$ cat src/rtl/spi_pkg.sv
// Shared definitions for the SPI frame reader: FSM states and the command/payload-length table.
package spi_pkg;

  localparam int unsigned CMD_W = 8;
  localparam int unsigned LEN_W = 16;

  localparam logic [CMD_W-1:0] COMMAND_SAVE_SPRITE = 8'h01;
  localparam logic [CMD_W-1:0] COMMAND_DRAW_SPRITE = 8'h02;

  typedef enum logic [1:0] {
    IDLE    = 2'd0,
    CMD     = 2'd1,
    PAYLOAD = 2'd2
  } state_e;

  // Payload words that follow a command; unknown codes carry no payload.
  function automatic logic [LEN_W-1:0] cmd_len(input logic [31:0] code);
    logic [LEN_W-1:0] len;
    len = '0;
    if (code == 32'(COMMAND_SAVE_SPRITE)) begin
      len = LEN_W'(513);
    end else if (code == 32'(COMMAND_DRAW_SPRITE)) begin
      len = LEN_W'(6);
    end
    return len;
  endfunction

endpackage

$ cat src/rtl/spi_edge_sync.sv
// Two-flop synchronisers for sck/mosi/cs_n plus registered sampling-edge and chip-select edge pulses.
// A sample pulse is only raised while chip select was already low before this cycle.
module spi_edge_sync #(
  parameter int unsigned SPI_MODE = 0
) (
  input  logic clock,
  input  logic reset,
  input  logic sck,
  input  logic mosi,
  input  logic cs_n,
  output logic sample,
  output logic sample_bit,
  output logic cs_fall,
  output logic cs_rise
);

  localparam logic CPOL        = 1'((SPI_MODE >> 1) & 32'd1);
  localparam logic CPHA        = 1'(SPI_MODE & 32'd1);
  // Modes 0 and 3 sample on the rising sck edge, modes 1 and 2 on the falling one.
  localparam logic SAMPLE_RISE = (CPOL == CPHA);

  logic [1:0] sck_sync_q, sck_sync_d;
  logic [1:0] mosi_sync_q, mosi_sync_d;
  logic [1:0] cs_sync_q, cs_sync_d;
  logic       sck_prev_q, sck_prev_d;
  logic       cs_prev_q, cs_prev_d;
  logic       sample_q, sample_d;
  logic       bit_q, bit_d;
  logic       cs_fall_q, cs_fall_d;
  logic       cs_rise_q, cs_rise_d;
  logic       sck_edge_c;

  always_comb begin
    sck_sync_d  = {sck_sync_q[0], sck};
    mosi_sync_d = {mosi_sync_q[0], mosi};
    cs_sync_d   = {cs_sync_q[0], cs_n};
    sck_prev_d  = sck_sync_q[1];
    cs_prev_d   = cs_sync_q[1];
    sck_edge_c  = SAMPLE_RISE ? (sck_sync_q[1] & ~sck_prev_q)
                              : (~sck_sync_q[1] & sck_prev_q);
    sample_d    = sck_edge_c & ~cs_prev_q;
    bit_d       = mosi_sync_q[1];
    cs_fall_d   = ~cs_sync_q[1] & cs_prev_q;
    cs_rise_d   = cs_sync_q[1] & ~cs_prev_q;
  end

  always_ff @(posedge clock or negedge reset) begin
    if (!reset) begin
      sck_sync_q  <= {2{CPOL}};
      mosi_sync_q <= 2'b00;
      cs_sync_q   <= 2'b11;
      sck_prev_q  <= CPOL;
      cs_prev_q   <= 1'b1;
      sample_q    <= 1'b0;
      bit_q       <= 1'b0;
      cs_fall_q   <= 1'b0;
      cs_rise_q   <= 1'b0;
    end else begin
      sck_sync_q  <= sck_sync_d;
      mosi_sync_q <= mosi_sync_d;
      cs_sync_q   <= cs_sync_d;
      sck_prev_q  <= sck_prev_d;
      cs_prev_q   <= cs_prev_d;
      sample_q    <= sample_d;
      bit_q       <= bit_d;
      cs_fall_q   <= cs_fall_d;
      cs_rise_q   <= cs_rise_d;
    end
  end

  assign sample     = sample_q;
  assign sample_bit = bit_q;
  assign cs_fall    = cs_fall_q;
  assign cs_rise    = cs_rise_q;

endmodule

$ cat src/rtl/spi_frame_reader.sv
// SPI slave frame reader: assembles MSB-first words, decodes a command word and counts its payload.
// Optional saturating error counter enabled by defining SPI_FRAME_READER_ERRCNT_EN.
module spi_frame_reader
  import spi_pkg::*;
#(
  parameter int unsigned WORD_W   = 8,
  parameter int unsigned SPI_MODE = 0,
  parameter int unsigned IDX_W    = 16
) (
  input  logic              clock,
  input  logic              reset,
  input  logic              sck,
  input  logic              mosi,
  input  logic              cs_n,
  output logic              word_valid,
  output logic [WORD_W-1:0] data,
  output logic [WORD_W-1:0] command,
  output logic [IDX_W-1:0]  data_index,
  output logic              cmd_start,
  output logic              frame_error,
  output logic [7:0]        err_count
);

  localparam int unsigned CNT_W = $clog2(WORD_W);

  logic sample, sample_bit, cs_fall, cs_rise;

  spi_edge_sync #(
    .SPI_MODE(SPI_MODE)
  ) u_edge_sync (
    .clock      (clock),
    .reset      (reset),
    .sck        (sck),
    .mosi       (mosi),
    .cs_n       (cs_n),
    .sample     (sample),
    .sample_bit (sample_bit),
    .cs_fall    (cs_fall),
    .cs_rise    (cs_rise)
  );

  state_e              state_q, state_d;
  logic [WORD_W-2:0]   shift_q, shift_d;
  logic [CNT_W-1:0]    bit_cnt_q, bit_cnt_d;
  logic [WORD_W-1:0]   data_q, data_d;
  logic [WORD_W-1:0]   command_q, command_d;
  logic [LEN_W-1:0]    len_q, len_d;
  logic [IDX_W-1:0]    idx_q, idx_d;
  logic [IDX_W-1:0]    data_index_q, data_index_d;
  logic                word_valid_q, word_valid_d;
  logic                cmd_start_q, cmd_start_d;
  logic                frame_error_q, frame_error_d;
  logic [WORD_W-1:0]   word_c;
  logic                word_done_c;

  // Sample is applied before a same-cycle frame close, so the close sees the post-sample state.
  always_comb begin
    state_d       = state_q;
    shift_d       = shift_q;
    bit_cnt_d     = bit_cnt_q;
    data_d        = data_q;
    command_d     = command_q;
    len_d         = len_q;
    idx_d         = idx_q;
    data_index_d  = data_index_q;
    word_valid_d  = 1'b0;
    cmd_start_d   = 1'b0;
    frame_error_d = 1'b0;
    word_c        = {shift_q, sample_bit};
    word_done_c   = (bit_cnt_q == CNT_W'(WORD_W - 1));

    if (state_q != IDLE && sample) begin
      if (word_done_c) begin
        bit_cnt_d    = '0;
        shift_d      = '0;
        data_d       = word_c;
        word_valid_d = 1'b1;
        if (state_q == CMD) begin
          command_d    = word_c;
          cmd_start_d  = 1'b1;
          len_d        = cmd_len(32'(word_c));
          idx_d        = '0;
          data_index_d = '0;
          if (len_d != '0) begin
            state_d = PAYLOAD;
          end
        end else begin
          data_index_d = idx_q;
          idx_d        = idx_q + IDX_W'(1);
          if (idx_q == IDX_W'(len_q - LEN_W'(1))) begin
            state_d = CMD;
          end
        end
      end else begin
        shift_d   = word_c[WORD_W-2:0];
        bit_cnt_d = bit_cnt_q + CNT_W'(1);
      end
    end

    if (state_q == IDLE && cs_fall) begin
      state_d   = CMD;
      bit_cnt_d = '0;
      shift_d   = '0;
    end

    if (cs_rise) begin
      frame_error_d = (bit_cnt_d != '0) || (state_d == PAYLOAD);
      state_d       = IDLE;
      bit_cnt_d     = '0;
      shift_d       = '0;
    end
  end

  always_ff @(posedge clock or negedge reset) begin
    if (!reset) begin
      state_q       <= IDLE;
      shift_q       <= '0;
      bit_cnt_q     <= '0;
      data_q        <= '0;
      command_q     <= '0;
      len_q         <= '0;
      idx_q         <= '0;
      data_index_q  <= '0;
      word_valid_q  <= 1'b0;
      cmd_start_q   <= 1'b0;
      frame_error_q <= 1'b0;
    end else begin
      state_q       <= state_d;
      shift_q       <= shift_d;
      bit_cnt_q     <= bit_cnt_d;
      data_q        <= data_d;
      command_q     <= command_d;
      len_q         <= len_d;
      idx_q         <= idx_d;
      data_index_q  <= data_index_d;
      word_valid_q  <= word_valid_d;
      cmd_start_q   <= cmd_start_d;
      frame_error_q <= frame_error_d;
    end
  end

`ifdef SPI_FRAME_READER_ERRCNT_EN
  logic [7:0] err_count_q, err_count_d;

  // Counts alongside the frame_error pulse and sticks at 255.
  always_comb begin
    err_count_d = err_count_q;
    if (frame_error_d && err_count_q != 8'hFF) begin
      err_count_d = err_count_q + 8'd1;
    end
  end

  always_ff @(posedge clock or negedge reset) begin
    if (!reset) begin
      err_count_q <= 8'd0;
    end else begin
      err_count_q <= err_count_d;
    end
  end

  assign err_count = err_count_q;
`else
  assign err_count = 8'd0;
`endif

  assign word_valid  = word_valid_q;
  assign data        = data_q;
  assign command     = command_q;
  assign data_index  = data_index_q;
  assign cmd_start   = cmd_start_q;
  assign frame_error = frame_error_q;

endmodule

$ cat config.mk
export PLATFORM = sky130hd
export DESIGN_NAME = spi_frame_reader
export DESIGN_NICKNAME = d
export VERILOG_FILES = /design/src/rtl/spi_pkg.sv /design/src/rtl/spi_edge_sync.sv /design/src/rtl/spi_frame_reader.sv
export SDC_FILE = /design/constraint.sdc
export NUM_CORES = 1
export LEC_CHECK = 0
export ABC_AREA = 1
export CORE_ASPECT_RATIO = 1.25
export CORE_MARGIN = 2
export CORE_UTILIZATION = 49
export DETAILED_ROUTE_END_ITERATION = 6
export PLACE_DENSITY = 0.88
export SLEW_MARGIN = 20
export SYNTH_ARGS = -nofsm -noshare
export SYNTH_HDL_FRONTEND = slang
export SYNTH_SLANG_ARGS = --single-unit
$ cat constraint.sdc
create_clock -name clock -period 1.5 [get_ports clock]
set_input_delay 0.375 -clock clock [delete_from_list [all_inputs] [get_ports clock]]
set_output_delay 0.375 -clock clock [all_outputs]
set_load 0.005 [all_outputs]
==> metrics.md <==
| Metric | Value |
|---|---|
| Cell variety after synth | 32 |
| Min Tclk post-route | roughly 1700 ps |
| Seq/Total Area, Yosys | 56.8% |
| FMAX | 0.592 GHz |
| Fin crit share | 113% |
| # fillers | about 480 |
| Crit-path slowest cell | dfrtp_1 |
| Flop2flop setup slack | -190 ps |
| Placed insts | between 500 and 600 |
| Final Util | between 70% and 80% |
| Final hold vios | 0 |
| # clock sinks | a little under 80 |
| Final setup violation count | 27 |
| M3 GR Usage | 3.62% |
| Layout Cells excl Fill | about 570 |
| Synth top cells by count | nand2_1 (86), dfrtp_1 (74), o21ai_0 (49) |
| Tot Pwr | around 4200 uW |
| Final WL | approximately 9 mm |
| Routed Antenna Nets | 0 |
| Ant. Diodes | 0 |
| Kind of critical path | reg2reg |
| Worst-path clk slew | 80 ps |
| Drt pass-1 iters | 5 |
| YS warnings | 0 |
| Post-synthesis area per instance | between 8 and 9 sq um |
| DR vias | between 3000 and 4000 |
| Final RePlAce weighted congestion | ~0.93 |
| Ports | 48 |
| Pre-CTS WS | -106 ps |
| Slew Limit Fails | 0 |
| Worst Path Required | ~1800 ps |
| Full die area | 7620 sq um |
| Core area | approximately 6600 sq um |
| CTS H-tree depth | 3 |
| Total Routing Usage GR | a little under a quarter |
| Synth async-reset ratio | 100% |
| Synth Instances | ~390 |
| Violated checks | setup timing |
| Hold Crit Start | u_edge_sync.sck_sync_q[0]$_DFF_PN0_ |
| GR Util met2 | just under 40% |
| EDFF count, synth | 0 |
| Reg2reg start | bit_cnt_q[0]$_DFF_PN0_ |
| Hold Crit Class | reg2reg |
| Die Y | between 90 and 100 um |
| Netlist Area Pre-Place | 3400 sq um |
| Drt drc | 0 |
| First-pass GRT wire length | approximately 14 mm |
| Crit path cell chain | ha_2 -> ha_4 -> inv_2 -> nor2_4 -> buf_6 -> nand4_1 -> nor3_1 -> o21ai_1 -> nor2_1 |
| Share of the synthesized area in the top cell type | between 50% and 60% |
| TritonCTS Buffers | 9 |
| MaxCap Viol Count | 0 |
| TNS Setup | -1470 ps |
| Worst path arrival time | about 2000 ps |
| GR Overflow Total | 0 |
| CP endpoint kind | flop |
| Largest net degree at the start of global routing | 29 |
| Share of layout cells above drive strength 1 | a little over a quarter |
| Post-synthesis register bit count | 77 |
| CP Max Fanout | 5 |
| Synth area leader | dfrtp_1 |
| Crit path largest cell delay | around 360 ps |
| Buffers & Inverters on Critical Path | 2 |
| # port buffers | 39 |
| Die width | ~80 um |
| Power density relative to cell area | 877 nW/um^2 |
| RSZ-0062 raised after global routing | true |
| Initial Utilization | between 50% and 60% |
| Maximum clock insertion buffer count | 2 |
| Met1 usage | a little over a quarter |
| Net count, final | 492 |
| WL per Instance | about 16 um |
| Busiest grt layer | met2 |
| LEAKAGE | 0.00236 uW |
| Clock skew | 8.49 ps |
| Avg Vias per Cell | approximately 5.4 |
| CP delay by family, top | simple AND/OR/NAND/NOR gates |
| Vias in the first global route | approximately 3000 |
| Worst ir drop on vdd | around 0.7 mV |
| Dpl hpwl | a little under 6 mm |
| Drt initial violations | 271 |
| CTS tree | built |
| Root buf cell | clkbuf_8 |
| Antenna violations before repair | 0 |
| Worst setup margin | -189 ps |
| Layout area overhead | 40.8% |
| Row cnt | 33 |
| Critical path launch point type | flop |
| Ranking of synthesized cells by area | dfrtp_1 (54%), nand2_1 (9.5%), o21ai_0 (7.2%) |
| Critical Path Start | bit_cnt_q[0]$_DFF_PN0_ |
| Most frequent cell after synthesis | nand2_1 |
| Status | finished, violations left |
| Primary FF master, synth | dfrtp_1 |
| Clock Latency Late Sink | 360 ps |
[worst register-to-register path, cell delays in order (launching register included)]
cell,delay (ps)
dfrtp_1,360
ha_2,190
ha_4,140
inv_2,40
nor2_4,150
buf_6,140
nand4_1,170
nor3_1,220
o21ai_1,100
nor2_1,100
[flip-flops by register name, indices dropped and copies added (netlist names)]
register / cells
data_index: 16
idx_q: 16
command: 8
data: 8
shift_q: 7
bit_cnt_q: 3
len_q: 2
state_q: 2
u_edge_sync.cs_sync_q: 2
u_edge_sync.mosi_sync_q: 2
u_edge_sync.sck_sync_q: 2
cmd_start: 1
frame_error: 1
u_edge_sync.cs_fall: 1
u_edge_sync.cs_prev_q: 1
u_edge_sync.cs_rise: 1
u_edge_sync.sample: 1
u_edge_sync.sample_bit: 1
u_edge_sync.sck_prev_q: 1
word_valid: 1
[routing by layer]
| layer | share of wire [%] | routed length (um) |
|---|---|---|
| met5 | 0 | 0 |
| met4 | 4.6 | 411 |
| met3 | 4.9 | 444 |
| met2 | 53 | 4800 |
| met1 | 37 | 3370 |
[where the power goes]
group	internal, uW	switching (uW)	total, uW
combinational	87.5	171	259
sequential	2120	23.6	2140
clock	996	803	1800
[cell usage in the layout, fill, tap and decap left out, types with 4 or more instances in the layout]
master,count
o21ai_2,12
a21oi_1,10
nor2_1,30
clkbuf_8,10
inv_2,5
nand3_1,18
o21ai_0,22
buf_6,7
a21oi_2,6
buf_4,42
nor3_1,10
conb_1,8
o21ai_1,16
xor2_1,4
ha_4,4
nand2_2,10
nor3_2,4
inv_1,36
nand4_1,5
dfrtp_1,73
nand2_1,75
dlygate4sd2_1,35
[area by class of cell]
type | instances | area (sq um) | area share (%)
clock buffers | 10 | 138 | 2.88
clock inverters | 6 | 93.8 | 1.96
inverters | 43 | 165 | 3.45
multi-input cells | 255 | 1470 | 30.7
flip-flops and latches | 77 | 1930 | 40.4
well taps | 87 | 109 | 2.27
repair buffers | 95 | 881 | 18.4
[metrics by stage]
stage	cell area [sq um]	hold WS (ps)
after global routing	4790	370
after floorplan	3440	79.4
after global placement	4110	323
after CTS	4450	365
after detailed placement	4110	328
final	4790	359
[cells by family (layout without fill, tap and decap cells)]
logic type | Yosys count | in the layout | share of synthesized area (%)
and+or+nand+nor | 164 | 164 | 20.7
adders and majority gates | 6 | 6 | 2.21
other | 1 | 8 | 0.110
xor gates and xnor gates | 4 | 4 | 1.03
buffers and inverters | 60 | 154 | 7.70
AOI/OAI and AO/OA | 73 | 73 | 11.5
DFF | 77 | 77 | 56.8
[worst paths after layout]
kind | to | depth (start not counted)
min in group asynchronous | idx_q[3]$_DFFE_PN0P_ | 2
worst max-delay path | idx_q[10]$_DFFE_PN0P_ | 9
worst min register to register | u_edge_sync.sck_sync_q[1]$_DFF_PN0_ | 0
worst min-delay path | u_edge_sync.sck_sync_q[1]$_DFF_PN0_ | 0
worst max register to register | idx_q[10]$_DFFE_PN0P_ | 9
max in group asynchronous | state_q[0]$_DFF_PN0_ | 3
[what timing repair did]
item                                    4_1_cts  5_1_grt
endpoints found under the setup margin       44       40
gates resized for setup                      45       88
pin swaps                                     4       10
setup buffers                                14        5
hold buffers                                  1        0
endpoints found under the hold margin        21        0
gates cloned                                  0        3
Note: power is estimated with default switching activity, not from simulation.
